[config.mk]
export PLATFORM = sky130hd
export DESIGN_NAME = mem_port_arbiter
export DESIGN_NICKNAME = d
export VERILOG_FILES = /design/src/rtl/mem_port_arbiter_pkg.sv /design/src/rtl/mem_port_arbiter.sv
export SDC_FILE = /design/constraint.sdc
export NUM_CORES = 1
export LEC_CHECK = 0
export CAP_MARGIN = 15
export CORE_MARGIN = 2
export CORE_UTILIZATION = 40
export CTS_BUF_LIST = sky130_fd_sc_hd__clkbuf_4 sky130_fd_sc_hd__clkbuf_8
export DETAILED_ROUTE_END_ITERATION = 12
export PLACE_DENSITY = 0.88
export SETUP_SLACK_MARGIN = 0.1
export SYNTH_ARGS = -nofsm -noshare
export SYNTH_HDL_FRONTEND = slang
export SYNTH_SLANG_ARGS = --single-unit
export TNS_END_PERCENT = 100
[constraint.sdc]
create_clock -name clk_i -period 4.2 [get_ports clk_i]
set_input_delay 0.84 -clock clk_i [delete_from_list [all_inputs] [get_ports clk_i]]
set_output_delay 0.84 -clock clk_i [all_outputs]
set_load 0.02 [all_outputs]
[src/rtl/mem_port_arbiter_pkg.sv]
// Shared memory-port types: access sizes plus arbiter state and owner encodings.
`timescale 1ns/1ps
package mem_port_arbiter_pkg;

    typedef enum logic [1:0] {
        MEM_ACCESS_SIZE_BYTE = 2'd0,
        MEM_ACCESS_SIZE_HALF = 2'd1,
        MEM_ACCESS_SIZE_WORD = 2'd2
    } mem_access_size_t;

    typedef enum logic [1:0] {
        ARB_IDLE  = 2'd0,
        ARB_ISSUE = 2'd1,
        ARB_WAIT  = 2'd2
    } arb_state_t;

    typedef enum logic {
        ARB_OWNER_IMEM = 1'b0,
        ARB_OWNER_DMEM = 1'b1
    } arb_owner_t;

endpackage

[src/rtl/mem_port_arbiter.sv]
// Single-outstanding arbiter sharing one memory bus port between fetch and load/store.
// Data wins by default; a starvation counter forces periodic fetch grants.
`timescale 1ns/1ps
module mem_port_arbiter
    import mem_port_arbiter_pkg::*;
#(
    parameter int ADDR_W       = 32,
    parameter int DATA_W       = 32,
    parameter int STARVE_LIMIT = 4
) (
    input  logic              clk_i,
    input  logic              reset_i,
    input  logic              imem_valid_i,
    input  logic [ADDR_W-1:0] imem_addr_i,
    input  logic              imem_flush_i,
    output logic              imem_ready_o,
    output logic              imem_rvalid_o,
    output logic [DATA_W-1:0] imem_rdata_o,
    input  logic              dmem_valid_i,
    input  logic [ADDR_W-1:0] dmem_addr_i,
    input  logic              dmem_we_i,
    input  logic [1:0]        dmem_size_i,
    input  logic [DATA_W-1:0] dmem_wdata_i,
    output logic              dmem_ready_o,
    output logic              dmem_rvalid_o,
    output logic [DATA_W-1:0] dmem_rdata_o,
    output logic              bus_valid_o,
    output logic [ADDR_W-1:0] bus_addr_o,
    output logic              bus_we_o,
    output logic [1:0]        bus_size_o,
    output logic [DATA_W-1:0] bus_wdata_o,
    input  logic              bus_ready_i,
    input  logic              bus_rvalid_i,
    input  logic [DATA_W-1:0] bus_rdata_i
);

    localparam int CNT_W = $clog2(STARVE_LIMIT + 1);
    localparam logic [CNT_W-1:0] LIMIT = CNT_W'(STARVE_LIMIT);

    arb_state_t       state_q, state_d;
    arb_owner_t       owner_q, owner_d;
    logic [ADDR_W-1:0] addr_q, addr_d;
    logic             we_q, we_d;
    mem_access_size_t size_q, size_d;
    logic [DATA_W-1:0] wdata_q, wdata_d;
    logic [CNT_W-1:0] starve_q, starve_d;
    logic             drop_q, drop_d;

    logic grant_any;
    logic pick_imem;
    logic issue;
    logic resp;
    logic imem_owns;

    always_comb begin
        grant_any = 1'b0;
        pick_imem = 1'b0;
        if (!reset_i && state_q == ARB_IDLE) begin
            grant_any = imem_valid_i | dmem_valid_i;
            pick_imem = imem_valid_i &
                        (~dmem_valid_i | (starve_q == LIMIT));
        end
    end

    assign imem_owns = (owner_q == ARB_OWNER_IMEM);

    always_comb begin
        state_d  = state_q;
        owner_d  = owner_q;
        addr_d   = addr_q;
        we_d     = we_q;
        size_d   = size_q;
        wdata_d  = wdata_q;
        starve_d = starve_q;
        drop_d   = drop_q;
        unique case (state_q)
            ARB_IDLE: begin
                if (grant_any) begin
                    state_d = ARB_ISSUE;
                    if (pick_imem) begin
                        owner_d  = ARB_OWNER_IMEM;
                        addr_d   = imem_addr_i;
                        we_d     = 1'b0;
                        size_d   = MEM_ACCESS_SIZE_WORD;
                        wdata_d  = '0;
                        starve_d = '0;
                        drop_d   = imem_flush_i;
                    end else begin
                        owner_d = ARB_OWNER_DMEM;
                        addr_d  = dmem_addr_i;
                        we_d    = dmem_we_i;
                        size_d  = mem_access_size_t'(dmem_size_i);
                        wdata_d = dmem_wdata_i;
                        drop_d  = 1'b0;
                        // Count only grants that actually made a fetch wait
                        if (!imem_valid_i) begin
                            starve_d = '0;
                        end else if (starve_q != LIMIT) begin
                            starve_d = starve_q + CNT_W'(1);
                        end
                    end
                end
            end
            ARB_ISSUE: begin
                if (imem_owns && imem_flush_i) begin
                    drop_d = 1'b1;
                end
                if (bus_ready_i) begin
                    state_d = ARB_WAIT;
                end
            end
            ARB_WAIT: begin
                if (imem_owns && imem_flush_i) begin
                    drop_d = 1'b1;
                end
                if (bus_rvalid_i) begin
                    state_d = ARB_IDLE;
                    drop_d  = 1'b0;
                end
            end
            default: begin
                state_d = ARB_IDLE;
            end
        endcase
    end

    always_ff @(posedge clk_i) begin
        if (reset_i) begin
            state_q  <= ARB_IDLE;
            owner_q  <= ARB_OWNER_IMEM;
            addr_q   <= '0;
            we_q     <= 1'b0;
            size_q   <= MEM_ACCESS_SIZE_BYTE;
            wdata_q  <= '0;
            starve_q <= '0;
            drop_q   <= 1'b0;
        end else begin
            state_q  <= state_d;
            owner_q  <= owner_d;
            addr_q   <= addr_d;
            we_q     <= we_d;
            size_q   <= size_d;
            wdata_q  <= wdata_d;
            starve_q <= starve_d;
            drop_q   <= drop_d;
        end
    end

    assign issue = !reset_i && (state_q == ARB_ISSUE);
    assign resp  = !reset_i && (state_q == ARB_WAIT) && bus_rvalid_i;

    assign imem_ready_o = grant_any & pick_imem;
    assign dmem_ready_o = grant_any & ~pick_imem;

    // A flush arriving with the response also discards it
    assign imem_rvalid_o = resp & imem_owns & ~drop_q & ~imem_flush_i;
    assign dmem_rvalid_o = resp & ~imem_owns;
    assign imem_rdata_o  = imem_rvalid_o ? bus_rdata_i : '0;
    assign dmem_rdata_o  = dmem_rvalid_o ? bus_rdata_i : '0;

    assign bus_valid_o = issue;
    assign bus_addr_o  = issue ? addr_q : '0;
    assign bus_we_o    = issue & we_q;
    assign bus_size_o  = issue ? size_q : MEM_ACCESS_SIZE_BYTE;
    assign bus_wdata_o = issue ? wdata_q : '0;

endmodule

; Yosys cells after proc, flatten, opt, wreduce, memory -nomap -nowiden
; Index checks and enable logic that the tools add are counted.
[classes]
add_sub_neg = 1
n_eq_ne = 8
muxes = 24
n_bitwise = 15
reduce_logical = 12
[ops]
columns = op, n
row1 = 2-to-1 mux 32 bit, 6
row2 = 2-to-1 mux 2 bit, 5
row3 = 2-to-1 mux 3 bit, 3
row4 = AND 1 bit, 8
row5 = 2-to-1 mux 1 bit, 8
row6 = "!= test 2 bit, second input constant", 3
row7 = case mux 2 bit (3 select lines), 1
row8 = AND reduction 3 bit, 2
row9 = logical AND 1 bit, 5
row10 = inverter 1 bit, 5
row11 = AND reduction 2 bit, 2
row12 = "adder 3 x 1 -> 3 bit, second input constant", 1
row13 = "equality test 3 bit, second input constant", 1
row14 = "!= test 3 x 1 -> 1 bit, second input constant", 1
row15 = "!= test 3 bit, second input constant", 1
row16 = case mux 1 bit (3 select lines), 1
row17 = nonzero test 3 bit, 1
row18 = "equality test 2 x 1 -> 1 bit, second input constant", 1
row19 = "equality test 2 bit, second input constant", 1
row20 = logical NOT 2 bit, 1
row21 = OR 1 bit, 2
row22 = logical NOT 1 bit, 1
[word_totals]
reg_bits = 74
inputBits = 138
output_inout_bits = 136
elab_cells = 68

; Longest topological paths before layout
; Gate-level depths: netlist (run 1).
[depth]
word_depth = 7
mapped_depth = 8
depth_no_buf = 5

; Worst setup path after synthesis (run 1)
; No wires, ideal clock.
[synth_timing]
path_type = input to output
startpoint = input port reset_i
endpoint = output port dmem_rdata_o[22]
t_arrival_ns = 1.837
t_required_ns = 3.360
path_slack_ns = 1.523
path_stages = 4
n_path_buf = 1
cell_sequence = inv_1 and4_1 clkbuf_1 and2_1
[synth_between]
elab_chain_len = 5
[synth_lines]
columns = element, line_no
row1 = start: declaration, mem_port_arbiter.sv:12  ; input logic reset_i,
row2 = logical NOT 1 bit, mem_port_arbiter.sv:150  ; assign resp = !reset_i && (state_q == ARB_WAIT) && bus_rvalid_i;
row3 = logical AND 1 bit (2 in series), mem_port_arbiter.sv:150
row4 = AND 1 bit, mem_port_arbiter.sv:157  ; assign dmem_rvalid_o = resp & ~imem_owns;
row5 = net dmem_rvalid_o, mem_port_arbiter.sv:25  ; output logic dmem_rvalid_o,
row6 = 2-to-1 mux 32 bit, mem_port_arbiter.sv:159  ; assign dmem_rdata_o = dmem_rvalid_o ? bus_rdata_i : '0;
row7 = end: declaration, mem_port_arbiter.sv:26  ; output logic [DATA_W-1:0] dmem_rdata_o,
; The timed path passes the listed nets, and every way through them passes these cells.

; Worst setup path after layout (run 1)
[layout_timing]
startpoint = input port imem_flush_i
endpoint = output port imem_rdata_o[13]
[layout_between]
elab_chain_len = 3
[layout_lines]
columns = element, line_no
row1 = start: declaration, mem_port_arbiter.sv:15  ; input logic imem_flush_i,
row2 = inverter 1 bit, mem_port_arbiter.sv:156  ; assign imem_rvalid_o = resp & imem_owns & ~drop_q & ~imem_flush_i;
row3 = AND 1 bit, mem_port_arbiter.sv:156
row4 = 2-to-1 mux 32 bit, mem_port_arbiter.sv:158  ; assign imem_rdata_o = imem_rvalid_o ? bus_rdata_i : '0;
row5 = end: declaration, mem_port_arbiter.sv:18  ; output logic [DATA_W-1:0] imem_rdata_o,
; No other way between the ends.

==> results of run 1 <==
[routing by layer]
metal / share of wire, % / global-route usage (%)
met2: 51 / 50.1
met1: 35 / 28.6
met4: 4.6 / 15.5
met3: 8.7 / 7.66
met5: 0 / 0
[worst min-delay path: stages (launching register included)]
cell,delay [ps]
sky130_fd_sc_hd__dfxtp_1,310
sky130_fd_sc_hd__o21ai_0,60
sky130_fd_sc_hd__a21oi_1,60
[layout make-up]
class	instances	area [um2]	share of cell area (%)
clock buffers	9	124	1.73
repair buffers	285	2830	39.6
inverters	8	30.0	0.421
well taps	136	170	2.38
multi-input cells	412	2420	33.9
clock inverters	6	82.6	1.16
flip-flops and latches	74	1480	20.7
[flip-flops by register name, summed over array words and instances (netlist names)]
| signal | count |
|---|---|
| addr_q | 32 |
| size_q | 2 |
| owner_q | 1 |
| starve_q | 3 |
| state_q | 2 |
| wdata_q | 32 |
| drop_q | 1 |
| we_q | 1 |
[power by group through the flow]
stage	registers [mW]	clock network [mW]	logic, mW
2_1_floorplan	0.830	0	0.412
3_3_place_gp	0.839	0	0.666
3_5_place_dp	0.845	0	0.687
4_1_cts	0.829	0.602	0.689
5_1_grt	0.841	0.634	0.764
6_report	0.830	0.591	0.703
[through the flow]
step / cells / hold WS [ps] / instance area [um2] / util, %
finish: 930 / 473 / 7140 / 69.8
global placement: 914 / 457 / 6910 / 67.6
detailed placement: 914 / 463 / 6910 / 67.6
floorplan: 553 / 449 / 4190 / -
global route: 930 / 501 / 7140 / 69.8
CTS: 929 / 474 / 7120 / 69.6
[kinds of logic after synthesis]
family,Yosys count
buffers and inverters,67
flip-flops,74
AND/OR/NAND/NOR,252
AO/OA/AOI/OAI,152
multiplexers,1
adder cells (fa/ha/maj),7
[final timing paths]
kind	start	endpoint	slack [ps]
hold / removal	wdata_q[19]$_SDFFE_PP0P_	wdata_q[19]$_SDFFE_PP0P_	470
setup / recovery	imem_flush_i	imem_rdata_o[13]	660
hold reg to reg	wdata_q[19]$_SDFFE_PP0P_	wdata_q[19]$_SDFFE_PP0P_	470
setup reg to reg	state_q[0]$_SDFFE_PP0P_	addr_q[9]$_SDFFE_PP0P_	2070
[cell usage in the layout, fill, tap and decap left out, types with 2 or more instances in the layout]
master                            netlist  routed
sky130_fd_sc_hd__dfxtp_1               74      74
sky130_fd_sc_hd__and4_1                 2       2
sky130_fd_sc_hd__o21ai_0               69      69
sky130_fd_sc_hd__a21oi_1               40      40
sky130_fd_sc_hd__ha_1                   7       7
sky130_fd_sc_hd__inv_1                  8       8
sky130_fd_sc_hd__nand2_1                4       4
sky130_fd_sc_hd__and2_1               131     131
sky130_fd_sc_hd__buf_4                  1      11
sky130_fd_sc_hd__a31oi_1               32      32
sky130_fd_sc_hd__clkdlybuf4s50_1        0     272
sky130_fd_sc_hd__clkinv_2               0       3
sky130_fd_sc_hd__bufinv_16              0       2
sky130_fd_sc_hd__nor2b_1                2       2
sky130_fd_sc_hd__clkbuf_8               0       9
sky130_fd_sc_hd__nand3_1              101     100
==> summary.log, run 1 <==
INFO  outcome        outcome=finished clean
INFO  job            max_cap_viols=0
INFO  setup_path     setup.worst_path.start_class=input pin
INFO  grt            number_of_global_route_vias_before_repair=4978
INFO  yosys          muxShareOfSynthArea=0.239%
INFO  yosys          synth_largest_type_area_fraction=35.3%
INFO  pwr            static-leakage-power=2.55nW
INFO  yosys          ys_top_cells_by_count=sky130_fd_sc_hd__and2_1 (131), sky130_fd_sc_hd__nand3_1 (101), sky130_fd_sc_hd__dfxtp_1 (74)
INFO  clock_tree     htree_levels=3
INFO  clock_tree     cts.repair.resized=0
INFO  setup_path     max_stage_delay=610ps
INFO  yosys          yosys.cell_types.count=40
INFO  yosys          post-synth-top-area-cell=sky130_fd_sc_hd__dfxtp_1
INFO  yosys          synth_most_common_cell=sky130_fd_sc_hd__and2_1
INFO  setup_path     crit_family=buffers and inverters
INFO  pwr            sw_frac_of_total=32.3%
INFO  yosys          largest_family_of_logic_cells_by_synthesized_area=simple AND/OR/NAND/NOR gates
INFO  timing         max_freq=283MHz
INFO  yosys          yosys.area_share.adder=2.09%
INFO  setup_path     worst-r2r-cell-count=6
INFO  setup_path     worst_ep_arrival_time=2700ps
INFO  die            die_span_y=106um
INFO  yosys          post_synth_and_or_nand_nor_area_fraction=34.9%
INFO  setup_path     cp.buffers_inverters=3
INFO  die            initial_core_util=41.0%
INFO  detailed_routing detail_route.drc_violations=0
INFO  pwr            total_power=2.12mW
INFO  setup_path     worst-path-max-fanout=33
INFO  yosys          synthesized_nets=698
INFO  clock_tree     clock_insertion_delay_worst_skew=340ps
INFO  grt            grt_use_total=27.7%
INFO  timing         rsz0062_at_grt=no
INFO  detailed_routing ant_nets=0
INFO  grt            grt_antenna_before_repair=0
INFO  clock_tree     clock_sinks=74
INFO  timing         finalSetupViolCount=0
INFO  yosys          synth-edff-count=0
INFO  clock_tree     cts_made_buffers=9
INFO  timing         fin_skew=4.88ps
INFO  pwr            ir_drop=0.184mV
INFO  detailed_routing routed_wirelength=16.2mm
INFO  grt            largest_net_degree_at_the_start_of_global_routing=73
INFO  yosys          synthesis.area_per_instance=7.58um2
INFO  detailed_routing drt-initial-drc-count=310
INFO  yosys          ys.flop_type=sky130_fd_sc_hd__dfxtp_1
INFO  yosys          netlist_area=0.00419mm2
INFO  timing         timing.final.crit_period=3540ps
INFO  pwr            pwr_density_cell=297mW/mm2
INFO  clock_tree     cts_setup_buffers=0
INFO  grt            global_route.overflow_total=0
INFO  die            coreArea=0.0102mm2
INFO  yosys          ys_seq_elements=74
INFO  die            fp-row-count=37
INFO  final_layout   final_nets=935
INFO  yosys          yosysSeqAreaShare=35.3%
INFO  pwr            power_switching=0.686mW
INFO  detailed_routing drt_pass1_iterations=5
INFO  timing         slew_violations=0
INFO  setup_path     worst-endpoint-required=3360ps
INFO  timing         worst_relative_slew_slack=52.2%
INFO  final_layout   area.growth.synth_to_final=70.3%
INFO  yosys          post_synth_xor_area_fraction=0%
INFO  setup_path     timing.critical_path.cells=clkdlybuf4s50_1 -> nor3_1 -> and4_1 -> buf_4 -> and2_1 -> clkdlybuf4s50_1
INFO  timing         final_hold_violating_endpoints=0
INFO  yosys          synth-warning-count=0
INFO  place          finalWeightedCongestion=0.858
INFO  final_layout   filler_cells=821
INFO  detailed_routing route.vias.total=4996
INFO  pwr            share_of_total_power_in_the_clock_network=27.8%
INFO  clock_tree     cts.root.buffer_cell=sky130_fd_sc_hd__clkbuf_8
INFO  grt            wire_length_of_the_first_global_routing_pass=24.8mm
INFO  yosys          synth_async_sr_flop_share=0%
INFO  timing         worst-slew-pin-transition=717ps
INFO  yosys          synth_cells=553
INFO  place          total_half_perimeter_wirelength_after_legalization_and_detailed_placement=11.9mm
INFO  detailed_routing drt-wirelength-per-cell=17.4um
INFO  clock_tree     tritoncts=built
INFO  timing         post-route-worst-setup-slack=664ps
INFO  setup_path     critical_path_cell_count=6
INFO  die            io_pins=274
INFO  yosys          synth_compound_gate_area_share=20.1%
INFO  detailed_routing vias_per_cell=5.37
INFO  setup_path     cp-end-kind=output pin
INFO  setup_path     worst-setup-path-type=in -> out
INFO  pwr            power.internal=1.44mW
INFO  place          dp_worst_setup_slack=669ps
INFO  timing         setup_tns=0ps
INFO  min_path       min-delay-path-class=reg -> reg
INFO  setup_path     cp_slowest_cell=sky130_fd_sc_hd__clkdlybuf4s50_1
INFO  die            die_width=106um
INFO  yosys          yosys-top-cells-area=sky130_fd_sc_hd__dfxtp_1 (35%), sky130_fd_sc_hd__and2_1 (20%), sky130_fd_sc_hd__nand3_1 (12%)
INFO  min_path       whs_path_depth=2
INFO  setup_path     critical_path.most_common_cell=sky130_fd_sc_hd__clkdlybuf4s50_1
INFO  clock_tree     cts_hold_repair.buffers=0
INFO  die            fp.dieArea=0.0113mm2
INFO  final_layout   share_of_post_route_cells_with_drive_strength_above_1=4.41%
INFO  clock_tree     clk_pin_slew=80ps
INFO  pwr            flop_pwr_share=39.1%
INFO  pwr            relative_contribution_of_combinational_cells_to_total_power=33.1%
INFO  timing         finalCritPeriodShare=84.2%
INFO  place          portBuffers=273
INFO  final_layout   n_antenna_cell=0
INFO  clock_tree     clock_path_buffers=2
No activity file was read; power rests on OpenSTA's default activity.
==> run 2: changes to the inputs <==
--- a/config.mk
+++ b/config.mk
@@ -7,10 +7,10 @@
 export LEC_CHECK = 0
 export CAP_MARGIN = 15
 export CORE_MARGIN = 2
-export CORE_UTILIZATION = 40
+export CORE_UTILIZATION = 34
 export CTS_BUF_LIST = sky130_fd_sc_hd__clkbuf_4 sky130_fd_sc_hd__clkbuf_8
 export DETAILED_ROUTE_END_ITERATION = 12
-export PLACE_DENSITY = 0.88
+export PLACE_DENSITY = 0.79
 export SETUP_SLACK_MARGIN = 0.1
 export SYNTH_ARGS = -nofsm -noshare
 export SYNTH_HDL_FRONTEND = slang
==> constraint.sdc (replaced) <==
create_clock -name clk_i -period 2.9 [get_ports clk_i]
set_input_delay 0.58 -clock clk_i [delete_from_list [all_inputs] [get_ports clk_i]]
set_output_delay 0.58 -clock clk_i [all_outputs]
set_load 0.02 [all_outputs]
==> run 2 against run 1 <==
Die area grew 17%. Sequential share of layout area fell by 0.46 points. Final cell count increased by 1.8%. Flip-flop and latch count stayed put. Setup slack got worse by 450 ps. Register-to-register slack lost 1300 ps. Clock skew grew 7.3 ps. Sequential power rose by 45%. Worst hold slack hardly changed.
==> summary.log, run 2 (synthesis gave the netlist of run 1 again) <==
INFO  clock_tree     clock_path_buffers=2
INFO  setup_path     cp_slowest_cell=sky130_fd_sc_hd__clkdlybuf4s50_1
INFO  final_layout   filler_cells=1085
INFO  setup_path     max_stage_delay=600ps
INFO  pwr            static-leakage-power=3.94nW
INFO  grt            number_of_global_route_vias_before_repair=5078
INFO  grt            wire_length_of_the_first_global_routing_pass=25.3mm
INFO  place          finalWeightedCongestion=0.899
INFO  timing         post-route-worst-setup-slack=212ps
INFO  timing         fin_skew=12.2ps
INFO  grt            grt_antenna_before_repair=0
INFO  grt            globalRouteMet3Util=6.48%
INFO  detailed_routing drt-wirelength-per-cell=18.2um
INFO  die            die_span_y=115um
INFO  clock_tree     clk_pin_slew=70ps
INFO  setup_path     setup.worst_path.start_class=flop
INFO  min_path       min-delay-path-class=reg -> reg
INFO  setup_path     critical_path.most_common_cell=sky130_fd_sc_hd__inv_1
INFO  die            fp-row-count=40
INFO  grt            grt_use_total=24.0%
INFO  timing         timing.final.crit_period=2690ps
INFO  detailed_routing drt-initial-drc-count=297
INFO  timing         final_hold_violating_endpoints=0
INFO  timing         rsz0062_at_grt=no
INFO  setup_path     worst-setup-path-type=reg -> out
INFO  grt            globalRouteMet2Util=47.6%
INFO  detailed_routing route.vias.total=5103
INFO  setup_path     worst-path-max-fanout=9
INFO  clock_tree     cts_made_buffers=9
INFO  setup_path     cp.buffers_inverters=3
INFO  pwr            ir_drop=0.209mV
INFO  final_layout   share_of_post_route_cells_with_drive_strength_above_1=6.13%
INFO  timing         worst-slew-pin-transition=702ps
INFO  timing         finalCritPeriodShare=92.7%
INFO  place          dp_worst_setup_slack=-19.1ps
INFO  grt            largest_net_degree_at_the_start_of_global_routing=69
INFO  final_layout   layout.area.seq=0.00148mm2
INFO  timing         slew_violations=0
INFO  setup_path     crit_family=buffers and inverters
INFO  die            initial_core_util=34.9%
INFO  timing         max_freq=372MHz
INFO  outcome        outcome=finished clean
INFO  final_layout   final_nets=940
INFO  final_layout   final_util=60.8%
INFO  job            max_cap_viols=0
INFO  place          total_half_perimeter_wirelength_after_legalization_and_detailed_placement=12.4mm
INFO  final_layout   layout_commonest_cell=sky130_fd_sc_hd__clkdlybuf4s50_1
INFO  clock_tree     cts_hold_repair.buffers=0
INFO  die            die_width=115um
INFO  die            coreArea=0.0120mm2
INFO  setup_path     worst-endpoint-required=2320ps
INFO  die            fp.dieArea=0.0132mm2
INFO  final_layout   mostFrequentLayoutCells=sky130_fd_sc_hd__clkdlybuf4s50_1 (138), sky130_fd_sc_hd__and2_1 (131), sky130_fd_sc_hd__nand3_1 (100)
INFO  timing         worst_relative_slew_slack=53.2%
INFO  detailed_routing ant_nets=0
INFO  detailed_routing drt_pass1_iterations=4
INFO  place          portBuffers=273
INFO  clock_tree     clock_sinks=74
INFO  final_layout   area.growth.synth_to_final=74.1%
INFO  clock_tree     clock_insertion_delay_worst_skew=350ps
INFO  pwr            pwr_density_cell=419mW/mm2
INFO  clock_tree     htree_levels=3
INFO  final_layout   multi_input_comb_area=0.00242mm2
INFO  setup_path     cp-end-kind=output pin
INFO  final_layout   largest_registers=addr_q: 32 flops, wdata_q: 32 flops, starve_q: 3 flops
INFO  grt            global_route.overflow_total=0
INFO  grt            globalRoute.busiestLayer=met2
INFO  final_layout   n_antenna_cell=0
INFO  setup_path     worst_ep_arrival_time=2110ps
INFO  detailed_routing routed_wirelength=17.2mm
INFO  clock_tree     tritoncts=built
INFO  timing         finalSetupViolCount=0
INFO  die            io_pins=274
INFO  clock_tree     cts.root.buffer_cell=sky130_fd_sc_hd__clkbuf_8
INFO  setup_path     timing.critical_path.cells=inv_1 -> ha_2 -> and3b_2 -> nand2_1 -> inv_1 -> clkdlybuf4s50_1
INFO  grt            grt.met1_usage=23.3%
INFO  detailed_routing detail_route.drc_violations=0
INFO  detailed_routing vias_per_cell=5.39
INFO  timing         setup_tns=0ps
run 2: cell types whose count changed in the layout (fill, tap and decap cells not counted), moves of 2 or more:
cell                              delta
sky130_fd_sc_hd__dlygate4sd2_1      +74
sky130_fd_sc_hd__clkinvlp_4          +2
sky130_fd_sc_hd__clkdlybuf4s50_1   -134
sky130_fd_sc_hd__buf_12              +6
sky130_fd_sc_hd__clkinv_2            -2
sky130_fd_sc_hd__dlymetal6s2s_1     +53
sky130_fd_sc_hd__buf_4               +5
run 2: worst min-delay path: stages (launching register included):
cell and delay, ps:
sky130_fd_sc_hd__dfxtp_1 310, sky130_fd_sc_hd__o21ai_0 60, sky130_fd_sc_hd__a21oi_1 60
run 2: power by group:
group / switching [mW] / total, mW / internal [mW]
logic: 0.576 / 1.05 / 0.470
clock network: 0.400 / 0.809 / 0.409
registers: 0.0612 / 1.20 / 1.14
total: 1.04 / 3.06 / 2.02
run 2: cell type report:
type | instances | area share [%]
clock inverters | 6 | 0.908
well taps | 147 | 2.52
clock buffers | 10 | 1.80
inverters | 8 | 0.411
repair buffers | 290 | 40.9
flip-flops and latches | 74 | 20.3
multi-input cells | 412 | 33.2
run 2: path summary, 6_finish.rpt:
path | slack (ps) | cells after the start | end | startpoint
hold reg to reg | 470 | 2 | wdata_q[3]$_SDFFE_PP0P_ | wdata_q[3]$_SDFFE_PP0P_
setup / recovery | 210 | 6 | dmem_ready_o | state_q[0]$_SDFFE_PP0P_
setup reg to reg | 790 | 6 | wdata_q[9]$_SDFFE_PP0P_ | state_q[0]$_SDFFE_PP0P_
hold / removal | 470 | 2 | wdata_q[3]$_SDFFE_PP0P_ | wdata_q[3]$_SDFFE_PP0P_
run 2: repair_timing:
action / 4_1_cts / 5_1_grt
cloned: 0 / 1
setup buffers: 0 / 0
setup endpoints to repair: 125 / 55
resized for setup: 74 / 54
run 2: metrics by stage:
step	hold slack (ps)	power [mW]	cells	instance area, um2
finish	473	3.06	947	7300
global route	494	3.23	947	7300
CTS	474	3.05	946	7140
detailed placement	463	2.25	930	7040
global placement	456	2.21	930	7040
floorplan	449	1.80	553	4190
run 2: per-layer routing:
layer	vias up	wire length, um
met3	33	1500
li1	2417	-
met4	0	502
met1	2428	5840
met2	225	9350
met5	-	0
